===== src/rtl/inst_fetch_if.sv =====
// Fetch-stage bus bundle: decode-side controls, instruction ROM port and
// the instruction/pc pair presented to decode.
interface inst_fetch_if;
  logic        stall_i;
  logic        flush_i;
  logic [31:0] new_pc_i;
  logic        rom_req_o;
  logic [31:0] rom_addr_o;
  logic        rom_ack_i;
  logic [31:0] rom_data_i;
  logic [31:0] id_pc_o;
  logic [31:0] id_inst_o;
  logic        id_valid_o;

  // Fetch unit side
  modport master (
    input  stall_i, flush_i, new_pc_i, rom_ack_i, rom_data_i,
    output rom_req_o, rom_addr_o, id_pc_o, id_inst_o, id_valid_o
  );

  // Environment side (decode stage + instruction memory)
  modport slave (
    output stall_i, flush_i, new_pc_i, rom_ack_i, rom_data_i,
    input  rom_req_o, rom_addr_o, id_pc_o, id_inst_o, id_valid_o
  );
endinterface


===== src/rtl/inst_fetch.sv =====
// Instruction fetch stage: fetch PC, DEPTH-entry prefetch FIFO of
// {pc, inst} pairs, single-cycle ROM handshake and flush redirect.
module inst_fetch #(
  parameter logic [31:0] RESET_PC = 32'h0000_0000,
  parameter int unsigned DEPTH    = 2
) (
  input logic          clk,
  input logic          rst,
  inst_fetch_if.master bus
);

  // DEPTH is 2 or 4, so pointers wrap naturally at their width
  localparam int unsigned PW = (DEPTH > 2) ? 2 : 1;
  localparam int unsigned CW = PW + 1;

  logic [31:0]   pc_q, pc_d;
  logic [CW-1:0] count_q, count_d;
  logic [PW-1:0] head_q, head_d;
  logic [PW-1:0] tail_q, tail_d;
  logic [31:0]   fifo_pc_q   [DEPTH];
  logic [31:0]   fifo_inst_q [DEPTH];

  logic full, empty, req, push, pop, valid;

  // Handshake decode and decode-side outputs
  always_comb begin
    full  = (count_q == CW'(DEPTH));
    empty = (count_q == '0);
    req   = !rst && !bus.flush_i && !full;
    push  = req && bus.rom_ack_i;
    pop   = !rst && !empty && !bus.stall_i && !bus.flush_i;
    valid = !rst && !empty;

    bus.rom_req_o  = req;
    bus.rom_addr_o = pc_q;
    bus.id_valid_o = valid;
    bus.id_pc_o    = valid ? fifo_pc_q[head_q]   : '0;
    bus.id_inst_o  = valid ? fifo_inst_q[head_q] : '0;
  end

  // Next-state for fetch PC, pointers and occupancy; flush wins over push/pop
  always_comb begin
    pc_d    = pc_q;
    count_d = count_q;
    head_d  = head_q;
    tail_d  = tail_q;
    if (bus.flush_i) begin
      pc_d    = {bus.new_pc_i[31:2], 2'b00};
      count_d = '0;
      head_d  = '0;
      tail_d  = '0;
    end else begin
      if (push) begin
        pc_d   = pc_q + 32'd4;
        tail_d = tail_q + 1'b1;
      end
      if (pop) begin
        head_d = head_q + 1'b1;
      end
      case ({push, pop})
        2'b10:   count_d = count_q + 1'b1;
        2'b01:   count_d = count_q - 1'b1;
        default: count_d = count_q;
      endcase
    end
  end

  // State registers and FIFO storage
  always_ff @(posedge clk) begin
    if (rst) begin
      pc_q    <= RESET_PC;
      count_q <= '0;
      head_q  <= '0;
      tail_q  <= '0;
      for (int unsigned i = 0; i < DEPTH; i++) begin
        fifo_pc_q[i]   <= '0;
        fifo_inst_q[i] <= '0;
      end
    end else begin
      pc_q    <= pc_d;
      count_q <= count_d;
      head_q  <= head_d;
      tail_q  <= tail_d;
      if (push) begin
        fifo_pc_q[tail_q]   <= pc_q;
        fifo_inst_q[tail_q] <= bus.rom_data_i;
      end
    end
  end

endmodule


===== src/flat_wrapper.sv =====
// flat-port wrapper written by rule: the top's interface ports become plain ports
module inst_fetch_flat 
#(
  parameter logic [31:0] RESET_PC = 32'h0000_0000,
  parameter int unsigned DEPTH    = 2
)
  (clk, rst, bus_stall_i, bus_flush_i, bus_new_pc_i, bus_rom_ack_i, bus_rom_data_i, bus_rom_req_o, bus_rom_addr_o, bus_id_pc_o, bus_id_inst_o, bus_id_valid_o);
  inst_fetch_if bus_i ();
  input logic clk;
  input logic rst;
  input wire logic [$bits(bus_i.stall_i)-1:0] bus_stall_i;
  input wire logic [$bits(bus_i.flush_i)-1:0] bus_flush_i;
  input wire logic [$bits(bus_i.new_pc_i)-1:0] bus_new_pc_i;
  input wire logic [$bits(bus_i.rom_ack_i)-1:0] bus_rom_ack_i;
  input wire logic [$bits(bus_i.rom_data_i)-1:0] bus_rom_data_i;
  output wire logic [$bits(bus_i.rom_req_o)-1:0] bus_rom_req_o;
  output wire logic [$bits(bus_i.rom_addr_o)-1:0] bus_rom_addr_o;
  output wire logic [$bits(bus_i.id_pc_o)-1:0] bus_id_pc_o;
  output wire logic [$bits(bus_i.id_inst_o)-1:0] bus_id_inst_o;
  output wire logic [$bits(bus_i.id_valid_o)-1:0] bus_id_valid_o;
  assign bus_i.stall_i = bus_stall_i;
  assign bus_i.flush_i = bus_flush_i;
  assign bus_i.new_pc_i = bus_new_pc_i;
  assign bus_i.rom_ack_i = bus_rom_ack_i;
  assign bus_i.rom_data_i = bus_rom_data_i;
  assign bus_rom_req_o = bus_i.rom_req_o;
  assign bus_rom_addr_o = bus_i.rom_addr_o;
  assign bus_id_pc_o = bus_i.id_pc_o;
  assign bus_id_inst_o = bus_i.id_inst_o;
  assign bus_id_valid_o = bus_i.id_valid_o;
  inst_fetch #(.RESET_PC(RESET_PC), .DEPTH(DEPTH)) u_core (.clk(clk), .rst(rst), .bus(bus_i));
endmodule

===== config.mk =====
export PLATFORM = sky130hd
export DESIGN_NAME = inst_fetch_flat
export DESIGN_NICKNAME = d
export VERILOG_FILES = /design/src/rtl/inst_fetch_if.sv /design/src/rtl/inst_fetch.sv /design/src/flat_wrapper.sv
export SDC_FILE = /design/constraint.sdc
export NUM_CORES = 1
export LEC_CHECK = 0
export BUFFER_PORTS_ARGS = -buffer_cell sky130_fd_sc_hd__buf_2
export CAP_MARGIN = 20
export CORE_MARGIN = 2
export CORE_UTILIZATION = 55
export CTS_CLUSTER_SIZE = 24
export DETAILED_ROUTE_END_ITERATION = 7
export PLACE_DENSITY_LB_ADDON = 0.15
export SYNTH_ARGS = -nofsm -noshare
export SYNTH_HDL_FRONTEND = slang
export SYNTH_SLANG_ARGS = --single-unit

===== constraint.sdc =====
create_clock -name clk -period 4.2 [get_ports clk]
set_input_delay 0.63 -clock clk [delete_from_list [all_inputs] [get_ports clk]]
set_output_delay 0.63 -clock clk [all_outputs]
set_load 0.05 [all_outputs]

==> metrics.yaml <==
die_w_um: 121
slew_headroom_pct: 51.6
cap_violations: 0
cts_buffer_depth: 2
dieHeight_um: 121
worst-path-max-fanout: 36
grt_pass1_vias: 5633
placed_cell_area_um2: 8450
grt_setup_unrepaired: "false"
crit_path_frequent_cell: "buf_2"
crit_buf_inv: 4
wire_per_inst_um: 18.1
dr.pass1.iters: 5
pin_count: 167
worst_clock_skew_ns: 0.00865
grt_usage_pct: 24.7
async_reset_ff_share_pct: 0
avgSynthCellArea_um2: 11.4
htreeDepth: 4
synth-seq-cells: 159
path_class: "input pin to output port"
coreArea_um2: 13300
post-route-min-period_ns: 3.00
synth_cells: 662
gp_congestion: 0.788
grt_start_max_net_pins: 63
outcome: "finished, final reports clean"
cts_tree: "built"
path_delay_family: "buffers and inverters"
cp_slowest_cell: "buf_2"
num_rows: 42
syn_to_final_growth_pct: 20.8
fmax_ghz: 0.333
drt_iter0_markers: 430
setup_violations: 0
power_leakage_nw: 3.78
place_hpwl_um: 11200
diodes: 0
ys_seq_area_share_pct: 58.8
cp.arrival_ns: 2.37
cts-root-buf: "clkbuf_16"
cts_setup_buffers: 0
ir_drop_mv: 0.286
port_buffers: 160
hold_viol: 0
wl_um: 17900
fin_tns_setup_ns: 0
min_path_type: "input pin to flop"
nets: 870
start_util_pct: 56.6
finalMaxSlewViolations: 0
cts_resized: 0
grt_overflow: 0
layout-drive-gt1-share_pct: 26.4
crit_path_end_kind: "output port"
grt_pass1_wl_um: 27800
synth_ff_type: "edfxtp_1"
worstMarginPinSlew_ns: 0.723
powerDensity_nw_per_um2: 411
ant_nets: 0
crit_path_max_incr_delay_ns: 0.54
clock_sinks: 159
antenna_found_initial: 0
postLayoutCellArea_um2: 9090
vias_per_cell: 5.65
synthDistinctLibCells: 46
path_cells: "buf_2 -> o21bai_4 -> buf_12 -> buf_4 -> nor2_1 -> buf_2"
clk_latency_ns: 0.42
yosys_warnings: 0
fin_crit_sh_pct: 71.5
cts_buffers: 17
vias: 5587
dieArea_um2: 14600
start_kind: "input pin"
syn-cell-area_um2: 7530
cts.hold.buffers_added: 0
crit_required_ns: 3.57
drc: 0
clkTransAtPathRegs_ns: 0.06
synth_edf_count: 124
[layout by cell type, fill, tap and decap left out, drive strengths merged, types with 4 or more instances in the layout]
master    n
xnor2    16
mux2i    66
edfxtp  124
nand4     9
a21oi     7
nor4      7
and4      6
nand2    21
conb      4
xor2      9
clkbuf   17
o22ai     6
nand3    13
dfxtp    35
a211oi   12
and2     65
and3     67
buf     172
nor2     93
a31oi     5
clkinv    7
inv       9
nor3      9
[cells by family (layout without fill, tap and decap cells)]
group                    Yosys count  in the layout  synth area share [%]
AO/OA/AOI/OAI                     43             43                  3.89
XOR/XNOR                          25             25                  2.91
adder cells (fa/ha/maj)            2              2                 0.332
buffers and inverters             64            211                  3.74
flip-flops                       159            159                  58.8
multiplexers                      68             68                  9.08
other                              1              4                0.0498
AND/OR/NAND/NOR                  300            300                  21.2
[worst paths after layout]
check	cells past startpoint	to	from	slack (ns)
max	6	bus_id_pc_o[4]	rst	1.20
min	3	u_core.bus.rom_addr_o[5]	bus_new_pc_i[5]	0.45
max reg2reg	7	u_core.fifo_inst_q[0][9]	u_core.count_q[1]	1.71
min reg2reg	2	flop	u_core.head_q	0.54
[through the flow]
stage / utilization, % / power (mW) / std cells / hold WS, ns / worst slack (ns)
floorplan: - / 2.07 / 665 / 0.478 / 0.909
global placement: 63.4 / 2.17 / 954 / 0.496 / 0.927
detailed placement: 63.5 / 2.19 / 955 / 0.528 / 0.888
CTS: 68.2 / 3.75 / 987 / 0.435 / 1.20
global route: 68.4 / 3.84 / 988 / 0.454 / 1.09
finish: 68.4 / 3.73 / 988 / 0.449 / 1.20
[power breakdown]
| part | total [mW] | switching [mW] | internal [mW] |
|---|---|---|---|
| clock network | 1.58 | 0.640 | 0.943 |
| logic | 0.326 | 0.227 | 0.0989 |
| registers | 1.83 | 0.0517 | 1.77 |
| total | 3.73 | 0.919 | 2.82 |
[registers in the layout, indices dropped and copies added, names as in the netlist, named ones only]
| signal | cells |
|---|---|
| u_core.bus.rom_addr_o | 30 |
| u_core.count_q | 2 |
| u_core.fifo_inst_q | 64 |
| u_core.fifo_pc_q | 60 |
| u_core.head_q | 1 |
| u_core.tail_q | 1 |
[per-layer routing]
metal,vias to the layer above,wire length [µm],GRT usage (%)
met1,2719,7400,30.6
met5,-,0,0
met4,0,228,8.65
met3,18,1150,5.87
met2,206,9150,42.3
li1,2644,-,-
[worst register-to-register path: stages (launching register included)]
cell and delay [ns]:
dfxtp_1 0.42, nor2b_1 0.41, nor3_4 0.07, buf_4 0.22
inv_2 0.31, nor2_4 0.05, or2_2 0.45, buf_12 0.28
[cells in the mapped netlist, types with 7 or more instances]
library cell  number  area, µm²
clkbuf_1          39        146
nand3_1           13       65.1
xnor2_1           16        140
buf_1              8       30.0
and3_1            67        419
a211oi_1          12       90.1
edfxtp_1         124       3720
nor2_1            93        349
mux2i_1           66        661
xor2_1             9       78.8
nand2_1           21       78.8
nor4_1             7       43.8
and2_1            65        407
nand4_1            9       56.3
nor3_1             8       40.0
dfxtp_1           35        701
a21oi_1            7       35.0
[cell type report]
| type | count | area, µm² |
|---|---|---|
| sequential | 159 | 4430 |
| fill | 1038 | 4210 |
| inverter | 7 | 26.3 |
| clock buffer | 17 | 425 |
| tap | 176 | 220 |
| timing repair buffer | 172 | 948 |
| multi-input combinational | 442 | 2850 |
| clock inverter | 15 | 189 |
Note: power is estimated with default switching activity, not from simulation.
